[config.mk]
export PLATFORM = sky130hd
export DESIGN_NAME = top_sched
export DESIGN_NICKNAME = d
export VERILOG_FILES = /design/src/rtl/top_sched_pkg.sv /design/src/rtl/top_sched_rsp_fifo.sv /design/src/rtl/top_sched.sv
export SDC_FILE = /design/constraint.sdc
export NUM_CORES = 1
export LEC_CHECK = 0
export CAP_MARGIN = 20
export CORE_MARGIN = 1.5
export CORE_UTILIZATION = 30
export DETAILED_ROUTE_END_ITERATION = 7
export PLACE_DENSITY = 0.58
export SKIP_CTS_REPAIR_TIMING = 1
export SYNTH_ARGS = -nofsm -noshare
export SYNTH_HDL_FRONTEND = slang
export SYNTH_SLANG_ARGS = --single-unit
[constraint.sdc]
create_clock -name clk -period 2.3 [get_ports clk]
set_input_delay 0.46 -clock clk [delete_from_list [all_inputs] [get_ports clk]]
set_output_delay 0.46 -clock clk [all_outputs]
set_load 0.02 [all_outputs]
[src/rtl/top_sched_pkg.sv]
// top_sched_pkg: shared constants, tag type and helpers for the top_sched issue scheduler.
package top_sched_pkg;

  localparam int W_DEF   = 12;
  localparam int YW_DEF  = 14;
  localparam int ID_MAXW = 8;

  function automatic int id_width(input int n);
    return (n > 1) ? $clog2(n) : 1;
  endfunction

  // Round-robin pointer starts on the last requester so requester 0 wins first.
  function automatic int ptr_reset(input int n);
    return n - 1;
  endfunction

  typedef struct packed {
    logic               valid;
    logic [ID_MAXW-1:0] id;
  } tag_t;

endpackage

[src/rtl/top_sched_rsp_fifo.sv]
// top_sched_rsp_fifo: response FIFO with a registered head stage; an empty FIFO
// forwards a push straight into the head so the response appears one cycle later.
module top_sched_rsp_fifo #(
  parameter int DEPTH = 4,
  parameter int DW    = 16
) (
  input  logic          clk,
  input  logic          rst_n,
  input  logic          push,
  input  logic [DW-1:0] din,
  input  logic          pop,
  output logic          out_valid,
  output logic [DW-1:0] dout
);

  localparam int PW = (DEPTH > 1) ? $clog2(DEPTH) : 1;
  localparam int CW = $clog2(DEPTH + 1);

  logic [DW-1:0] mem [DEPTH];
  logic [PW-1:0] wr_ptr, rd_ptr;
  logic [CW-1:0] cnt;
  logic          load, from_mem, bypass, wr_en;

  assign load     = !out_valid || pop;
  assign from_mem = load && (cnt != '0);
  assign bypass   = load && (cnt == '0) && push;
  assign wr_en    = push && !bypass;

  always_ff @(posedge clk) begin
    if (wr_en) mem[wr_ptr] <= din;
  end

  always_ff @(posedge clk or negedge rst_n) begin
    if (!rst_n) begin
      wr_ptr    <= '0;
      rd_ptr    <= '0;
      cnt       <= '0;
      out_valid <= 1'b0;
      dout      <= '0;
    end else begin
      if (wr_en) wr_ptr <= (wr_ptr == PW'(DEPTH - 1)) ? '0 : wr_ptr + 1'b1;
      if (from_mem) rd_ptr <= (rd_ptr == PW'(DEPTH - 1)) ? '0 : rd_ptr + 1'b1;
      case ({wr_en, from_mem})
        2'b10:   cnt <= cnt + 1'b1;
        2'b01:   cnt <= cnt - 1'b1;
        default: cnt <= cnt;
      endcase
      if (load) begin
        if (from_mem) begin
          dout      <= mem[rd_ptr];
          out_valid <= 1'b1;
        end else if (push) begin
          dout      <= din;
          out_valid <= 1'b1;
        end else begin
          out_valid <= 1'b0;
        end
      end
    end
  end

endmodule

[src/rtl/top_sched.sv]
// top_sched: round-robin issue scheduler sharing one fixed-latency datapath between requesters.
// Define TOP_SCHED_STATS_EN to add per-requester saturating accept counters (issue_cnt).
module top_sched
  import top_sched_pkg::*;
#(
  parameter int NREQ      = 4,
  parameter int W         = W_DEF,
  parameter int YW        = YW_DEF,
  parameter int DP_LAT    = 2,
  parameter int RSP_DEPTH = 4
) (
  input  logic                    clk,
  input  logic                    rst_n,
  input  logic [NREQ-1:0]         req_valid,
  output logic [NREQ-1:0]         req_ready,
  input  logic [NREQ*W-1:0]       req_a,
  input  logic [NREQ*W-1:0]       req_b,
  input  logic [NREQ*W-1:0]       req_c,
  output logic                    dp_e,
  output logic [W-1:0]            dp_a,
  output logic [W-1:0]            dp_b,
  output logic [W-1:0]            dp_c,
  input  logic [YW-1:0]           dp_y,
  output logic                    rsp_valid,
  input  logic                    rsp_ready,
  output logic [$clog2(NREQ)-1:0] rsp_id,
  output logic [YW-1:0]           rsp_y,
  output logic                    busy
`ifdef TOP_SCHED_STATS_EN
  ,
  output logic [NREQ*16-1:0]      issue_cnt
`endif
);

  localparam int IDW = id_width(NREQ);
  localparam int OW  = $clog2(RSP_DEPTH + 1);

  logic [IDW-1:0]    ptr, gnt_id, cand, iss_id, push_id;
  logic              gnt_found, accept, pop, push;
  logic [OW-1:0]     occ;
  tag_t              tag_q [DP_LAT];
  logic              tag_id_unused;
  logic [IDW+YW-1:0] rsp_data;

  always_comb begin
    gnt_found = 1'b0;
    gnt_id    = '0;
    cand      = '0;
    for (int k = 1; k <= NREQ; k++) begin
      cand = IDW'((int'(ptr) + k) % NREQ);
      if (!gnt_found && req_valid[cand]) begin
        gnt_found = 1'b1;
        gnt_id    = cand;
      end
    end
  end

  // Credits cover every op from accept to pop, so the FIFO can never overflow.
  assign accept = gnt_found && rst_n && (occ < OW'(RSP_DEPTH));
  assign pop    = rsp_valid && rsp_ready;
  assign busy   = (occ != '0);

  for (genvar gi = 0; gi < NREQ; gi++) begin : g_ready
    assign req_ready[gi] = accept && (gnt_id == IDW'(gi));
  end

  always_ff @(posedge clk or negedge rst_n) begin
    if (!rst_n) begin
      ptr    <= IDW'(ptr_reset(NREQ));
      dp_e   <= 1'b0;
      dp_a   <= '0;
      dp_b   <= '0;
      dp_c   <= '0;
      iss_id <= '0;
      occ    <= '0;
    end else begin
      dp_e <= accept;
      if (accept) begin
        ptr    <= gnt_id;
        iss_id <= gnt_id;
        dp_a   <= req_a[gnt_id*W +: W];
        dp_b   <= req_b[gnt_id*W +: W];
        dp_c   <= req_c[gnt_id*W +: W];
      end
      case ({accept, pop})
        2'b10:   occ <= occ + 1'b1;
        2'b01:   occ <= occ - 1'b1;
        default: occ <= occ;
      endcase
    end
  end

  for (genvar gi = 0; gi < DP_LAT; gi++) begin : g_tag
    always_ff @(posedge clk or negedge rst_n) begin
      if (!rst_n) begin
        tag_q[gi] <= '0;
      end else if (gi == 0) begin
        tag_q[gi] <= '{valid: dp_e, id: ID_MAXW'(iss_id)};
      end else begin
        tag_q[gi] <= tag_q[(gi > 0) ? gi - 1 : 0];
      end
    end
  end

  assign push          = tag_q[DP_LAT-1].valid;
  assign push_id       = IDW'(tag_q[DP_LAT-1].id);
  assign tag_id_unused = ^tag_q[DP_LAT-1].id;

  top_sched_rsp_fifo #(
    .DEPTH (RSP_DEPTH),
    .DW    (IDW + YW)
  ) u_rsp_fifo (
    .clk       (clk),
    .rst_n     (rst_n),
    .push      (push),
    .din       ({push_id, dp_y}),
    .pop       (pop),
    .out_valid (rsp_valid),
    .dout      (rsp_data)
  );

  assign rsp_id = rsp_data[IDW+YW-1:YW];
  assign rsp_y  = rsp_data[YW-1:0];

`ifdef TOP_SCHED_STATS_EN
  for (genvar gi = 0; gi < NREQ; gi++) begin : g_stats
    always_ff @(posedge clk or negedge rst_n) begin
      if (!rst_n) begin
        issue_cnt[gi*16 +: 16] <= '0;
      end else if (req_ready[gi] && (issue_cnt[gi*16 +: 16] != 16'hFFFF)) begin
        issue_cnt[gi*16 +: 16] <= issue_cnt[gi*16 +: 16] + 16'd1;
      end
    end
  end
`endif

endmodule

==> impl_metrics.csv, run 1 <==
group,metric,value,unit
outcome,status,"finished, violations left",
outcome,failed_checks,"negative setup slack",
timing,rsz0062_at_grt,"yes",
timing,setup_viol,4,
logic_synthesis,syn_nets,721,
critical_path,rr_endpoint,"dp_a[2]$_DFFE_PN0P_",
finish,fin_area,0.0104,mm^2
critical_path,cp.required,1.84,ns
placed_design,routabilityCongestion,0.830,
global_route,grt_max_degree,49,
placed_design,dp_cells,1054,
drt,routedWlPerCell,19.2,um
clocking,root_buffer,"clkbuf_16",
timing,whs,0.0580,ns
clocking,htreeDepth,4,
logic_synthesis,synth_area_per_cell,12.6,um^2
timing,fin_skew,0.00567,ns
logic_synthesis,ys_types,40,
timing,finalHoldViolCount,0,
logic_synthesis,yosysWarnings,0,
critical_path,worstSetupPathType,"reg2out",
clocking,clock_latency,0.42,ns
hold_path,hold_class,"in2async",
finish,utilization,46.0,%
drt,drc,0,
timing,fmax,419,MHz
logic_synthesis,synth-seq-cells,138,
floorplan,io_pins,224,
logic_synthesis,synth_area_leaders,"edfxtp_1 28%, dfrtp_1 26%, o211ai_2 5.4%, mux2i_1 5.4%, mux4_2 5.2%",
drt,via_count,5576,
placed_design,place.port_buffers,223,
clocking,cts.sinks,138,
finish,num_antenna_cells,0,
drt,drt_iter0_drc,228,
global_route,overflow,0,
logic_synthesis,yosysSeqAreaShare,54.7,%
logic_synthesis,synth_area,0.00690,mm^2
drt,wl,20900,um
power,p_leak,4.11,nW
timing,fin_crit,2.38,ns
floorplan,core.rowCount,55,
flow_run,max_cap_viol_count,0,
critical_path,crit_path_end_kind,"output port",
timing,tns,-0.204,ns
clocking,clk_pin_slew,0.06,ns
clocking,clock_path_buffers,2,
finish,layoutNonFillerInstCount,1092,
power,power_density,1170,mW/mm^2
timing,max_slew_margin,45.2,%
clocking,cts_tree,"built",
critical_path,start_kind,"register",
global_route,grt_use_total,17.8,%
critical_path,crit_fanout,3,
critical_path,r2r-start,"ptr[0]$_DFFE_PN1P_",
critical_path,reg2reg_slack,0.05,ns
critical_path,cp.arrival,1.92,ns
finish,fin_nets,968,
floorplan,die-area,0.0239,mm^2
placed_design,dp_hpwl,14400,um
floorplan,core_area,0.0226,mm^2
logic_synthesis,syn_inst,547,
finish,drive_above_1_share,19.0,%
timing,fin_ws,-0.0848,ns
floorplan,die_width,155,um
clocking,cts_made_buffers,17,
global_route,antenna_found_initial,0,
drt,drt_pre_antenna_iters,5,
power,ir_drop,0.484,mV
timing,timing.final.crit_share,104,%
timing,tightest_slew,0.822,ns
finish,syn_to_final_growth,50.7,%
global_route,grt_pass1_wl,32700,um
floorplan,die_h,155,um
timing,final-max-slew-violation-count,0,
floorplan,start_util,30.5,%
logic_synthesis,yosysTopAreaCell,"edfxtp_1",
logic_synthesis,netlist.area_leader.share,27.8,%
critical_path,rr_worst_depth,7,
placed_design,post_dp_cell_area,0.00970,mm^2
drt,ant_nets,0,
drt,vias_per_cell,5.11,
global_route,first_global_vias,6005,
## layout make-up
type                       instances  area (um^2)
sequential                       138         3780
fill                            2009        12200
inverter                          10         37.5
multi-input combinational        355         2960
clock inverter                    14          160
clock buffer                      18          429
tap                              285          357
timing repair buffer             272         2690
## layer usage
layer | vias up | routed length, um | GRT usage (%)
li1 | 2596 | - | -
met1 | 2748 | 8610 | 21.3
met2 | 208 | 10400 | 30.5
met3 | 24 | 1630 | 6.00
met4 | 0 | 264 | 5.04
met5 | - | 0 | 0
## power breakdown
group	total, mW	internal [mW]	switching (mW)	leakage (nW)
sequential	3.91	3.41	0.498	1.46
clock	2.76	1.62	1.14	0.282
combinational	5.53	2.74	2.79	2.37
## cell families (layout without fill, tap and decap cells)
kind of cell	Yosys count	in the layout	share of synthesized area [%]
flip-flops	138	138	54.7
AND/OR/NAND/NOR	131	131	10.8
adder cells (fa/ha/maj)	9	9	1.85
AO/OA/AOI/OAI	154	154	17.3
multiplexers	55	55	10.9
XOR/XNOR	6	6	0.761
buffers and inverters	54	314	3.66
## synthesized netlist by cell type
library cell   n
nor3_4         1
nand2_1       46
buf_6          5
and2_1         4
fa_1           2
nand2b_1       3
edfxtp_1      64
nor2_1        26
and4_1        36
clkbuf_1      33
mux2i_1       37
nor3_2         1
o22a_1         1
o41ai_2        1
xnor2_1        2
or3b_1         1
o211ai_2      30
and3_1         5
xor2_1         4
ha_1           7
o21a_1         2
a21oi_2        2
dfstp_2        2
a21oi_1       18
nor3_1         1
mux4_2        16
nor2b_1        4
a21o_1         1
buf_2          4
o21ai_0       20
o211ai_1       6
dfrtp_1       72
o22ai_1       16
or3_1          2
o21ai_1       21
mux2_2         2
inv_1         10
buf_4          2
nor4_1         1
o31a_1        36
## worst max path at each step
| stage | from | to |
|---|---|---|
| 5_1_grt | ptr[0]$_DFFE_PN1P_ | req_ready[3] |
| 3_3_place_gp | req_valid[0] | req_ready[1] |
| 6_report | ptr[0]$_DFFE_PN1P_ | req_ready[2] |
| 3_5_place_dp | req_valid[1] | req_ready[2] |
| 2_1_floorplan | u_rsp_fifo.cnt[0]$_DFFE_PN0P_ | u_rsp_fifo.cnt[2]$_DFFE_PN0P_ |
| 4_1_cts | req_valid[1] | req_ready[2] |
## worst max-delay path, stage by stage (launching register included)
cell     delay [ns]
dfstp_2        0.57
nor2b_2        0.06
or3b_4         0.40
and2_4         0.17
and3_1         0.17
buf_2          0.15
## sequential cells by signal, indices dropped and copies added, names as in the netlist
name                  count
u_rsp_fifo.mem           64
u_rsp_fifo.dout          16
dp_a                     12
dp_b                     12
dp_c                     12
occ                       3
tag_q                     3
u_rsp_fifo.cnt            3
iss_id                    2
ptr                       2
push_id                   2
u_rsp_fifo.rd_ptr         2
u_rsp_fifo.wr_ptr         2
dp_e                      1
push                      1
u_rsp_fifo.out_valid      1
## layout by cell type (no fill, tap or decap), drive strengths merged, types with 17 or more instances in the layout
| cell | netlist | final |
|---|---|---|
| edfxtp | 64 | 64 |
| nand2 | 46 | 46 |
| clkbuf | 33 | 18 |
| inv | 10 | 17 |
| a21oi | 20 | 20 |
| mux2i | 37 | 37 |
| and4 | 36 | 36 |
| dfrtp | 72 | 72 |
| nor2 | 26 | 26 |
| clkdlybuf4s50 | 0 | 214 |
| o21ai | 41 | 41 |
| buf | 11 | 54 |
| o211ai | 36 | 36 |
| o31a | 36 | 36 |
## metrics by stage
stage / worst slack [ns] / total power, mW
final: -0.0848 / 12.2
after global routing: -0.139 / 12.9
after CTS: -0.611 / 12.2
after detailed placement: -0.605 / 9.41
after global placement: -0.581 / 9.25
after floorplan: 0.0299 / 7.11
Note: power is estimated with default switching activity, not from simulation.
==> run 2: changes to the inputs <==
- SETUP_SLACK_MARGIN: unset -> 0.4
==> run 2 against run 1 <==
Net effect:
- the run still ends with negative setup slack left
- via count up 1.9%
- critical path type unchanged
- largest cell class unchanged
- fmax fell by 2.5%
- wire length rose by 5.7%
==> impl_metrics.csv, run 2 (synthesis gave the netlist of run 1 again) <==
group,metric,value,unit
outcome,status,"finished, violations left",
outcome,failed_checks,"negative setup slack",
clocking,root_buffer,"clkbuf_16",
power,switching_share,36.7,%
clocking,cts_made_buffers,17,
timing,fin_crit,2.45,ns
finish,num_antenna_cells,0,
critical_path,crit_fanout,4,
drt,wl_met1,8860,um
clocking,clock_path_buffers,2,
critical_path,reg2reg_slack,0.22,ns
floorplan,die_width,155,um
clocking,clock_latency,0.42,ns
floorplan,core_area,0.0226,mm^2
finish,mostFrequentLayoutCells,"186 x clkdlybuf4s50_1, 71 x dfrtp_1, 64 x edfxtp_1",
timing,setup_viol,4,
timing,timing.final.crit_share,106,%
timing,fmax,409,MHz
drt,drt_pre_antenna_iters,4,
power,p_int,8.12,mW
drt,via_count,5680,
finish,syn_to_final_growth,59.1,%
hold_path,hold_class,"in2async",
finish,mostFrequentLayoutCell,"clkdlybuf4s50_1",
timing,finalHoldViolCount,0,
clocking,clk_pin_slew,0.07,ns
power,p_sw,4.70,mW
drt,met3_length,1550,um
critical_path,crit_path_end_kind,"output port",
drt,wl,22100,um
timing,max_slew_margin,63.9,%
finish,fin_nets,985,
placed_design,routabilityCongestion,0.857,
finish,drive_above_1_share,26.3,%
critical_path,start_kind,"register",
timing,tightest_slew,0.542,ns
power,ir_drop,0.452,mV
power,p_clk_share,20.5,%
timing,rsz0062_at_grt,"yes",
clocking,cts_tree,"built",
power,finalPower,12.8,mW
flow_run,max_cap_viol_count,0,
drt,ant_nets,0,
finish,top_register,"u_rsp_fifo.mem",
critical_path,critPathTopFamily,"flip-flops",
drt,routed.top_layer,"met4",
placed_design,dp_hpwl,15000,um
drt,routedWlPerCell,19.9,um
finish,largest_reg_flops,64,
floorplan,die-area,0.0239,mm^2
floorplan,start_util,30.5,%
global_route,grt_pass1_wl,33400,um
floorplan,core.rowCount,55,
global_route,first_global_vias,5988,
critical_path,worstSetupPathType,"reg2out",
drt,met2_length,11400,um
finish,top_regs,"u_rsp_fifo.mem: 64 flops, u_rsp_fifo.dout: 16 flops",
timing,fin_skew,0.0109,ns
timing,fin_ws,-0.147,ns
critical_path,cp.arrival,1.99,ns
global_route,grt_max_degree,41,
global_route,overflow,0,
placed_design,place.port_buffers,223,
critical_path,cp_slowest_stage_delay,0.59,ns
timing,final-max-slew-violation-count,0,
power,p_seq_share,30.2,%
global_route,antenna_found_initial,0,
critical_path,crit_path_top_delay_cell,"dfstp_2",
power,p_leak,4.46,nW
drt,drc,0,
critical_path,crit_chain,"nor2b_4 > o21a_1 > nor3_4 > buf_4 > and2_4 > buf_6",
drt,drt_iter0_drc,189,
global_route,grt_use_total,18.3,%
clocking,cts.sinks,138,
critical_path,cp.required,1.84,ns
power,power_density,1170,mW/mm^2
timing,tns,-0.376,ns
floorplan,die_h,155,um
floorplan,io_pins,224,
drt,vias_per_cell,5.12,
critical_path,path_buf_inv,2,
clocking,htreeDepth,4,
power,combPwrFrac,49.2,%
run 2: path summary, 6_finish.rpt:
path	startpoint	to	cells past startpoint
worst max-delay path	ptr[0]$_DFFE_PN1P_	req_ready[0]	6
worst min-delay path	rst_n	u_rsp_fifo.dout[1]$_DFFE_PN0P_	2
worst max register to register	ptr[0]$_DFFE_PN1P_	dp_a[8]$_DFFE_PN0P_	9
worst min register to register	tag_q[17]$_DFF_PN0_	push$_DFF_PN0_	0
max in group asynchronous	rst_n	u_rsp_fifo.cnt[0]$_DFFE_PN0P_	3
min in group clk	tag_q[17]$_DFF_PN0_	push$_DFF_PN0_	0
run 2: power by group through the flow:
stage / combinational (mW) / sequential (mW) / clock (mW)
finish: 6.31 / 3.87 / 2.63
global route: 6.79 / 3.96 / 2.78
CTS: 5.67 / 3.90 / 2.68
detailed placement: 5.65 / 3.93 / 0
global placement: 5.55 / 3.89 / 0
floorplan: 2.88 / 4.36 / 0
run 2: layout make-up:
| class | count | area [um^2] |
|---|---|---|
| fillers | 2004 | 11700 |
| flip-flops and latches | 138 | 3780 |
| multi-input cells | 355 | 3270 |
| repair buffers | 289 | 2970 |
| clock buffers | 17 | 425 |
| well taps | 285 | 357 |
| clock inverters | 15 | 139 |
| inverters | 10 | 40.0 |
run 2: through the flow:
stage | worst slack (ns) | util, % | area, um^2 | std cells | hold WS (ns)
2_1_floorplan | 0.197 | - | 7010 | 547 | 0.164
3_3_place_gp | -0.714 | 43.3 | 9810 | 1057 | 0.333
3_5_place_dp | -0.731 | 43.3 | 9810 | 1057 | 0.335
4_1_cts | -0.768 | 45.8 | 10400 | 1089 | 0.142
5_1_grt | -0.215 | 48.5 | 11000 | 1109 | 0.159
6_report | -0.147 | 48.5 | 11000 | 1109 | 0.135
run 2: metal layers:
metal	GRT usage, %	vias to the layer above
met1	21.4	2822
met3	6.05	20
li1	-	2637
met5	0	-
met2	31.9	201
met4	5.54	0
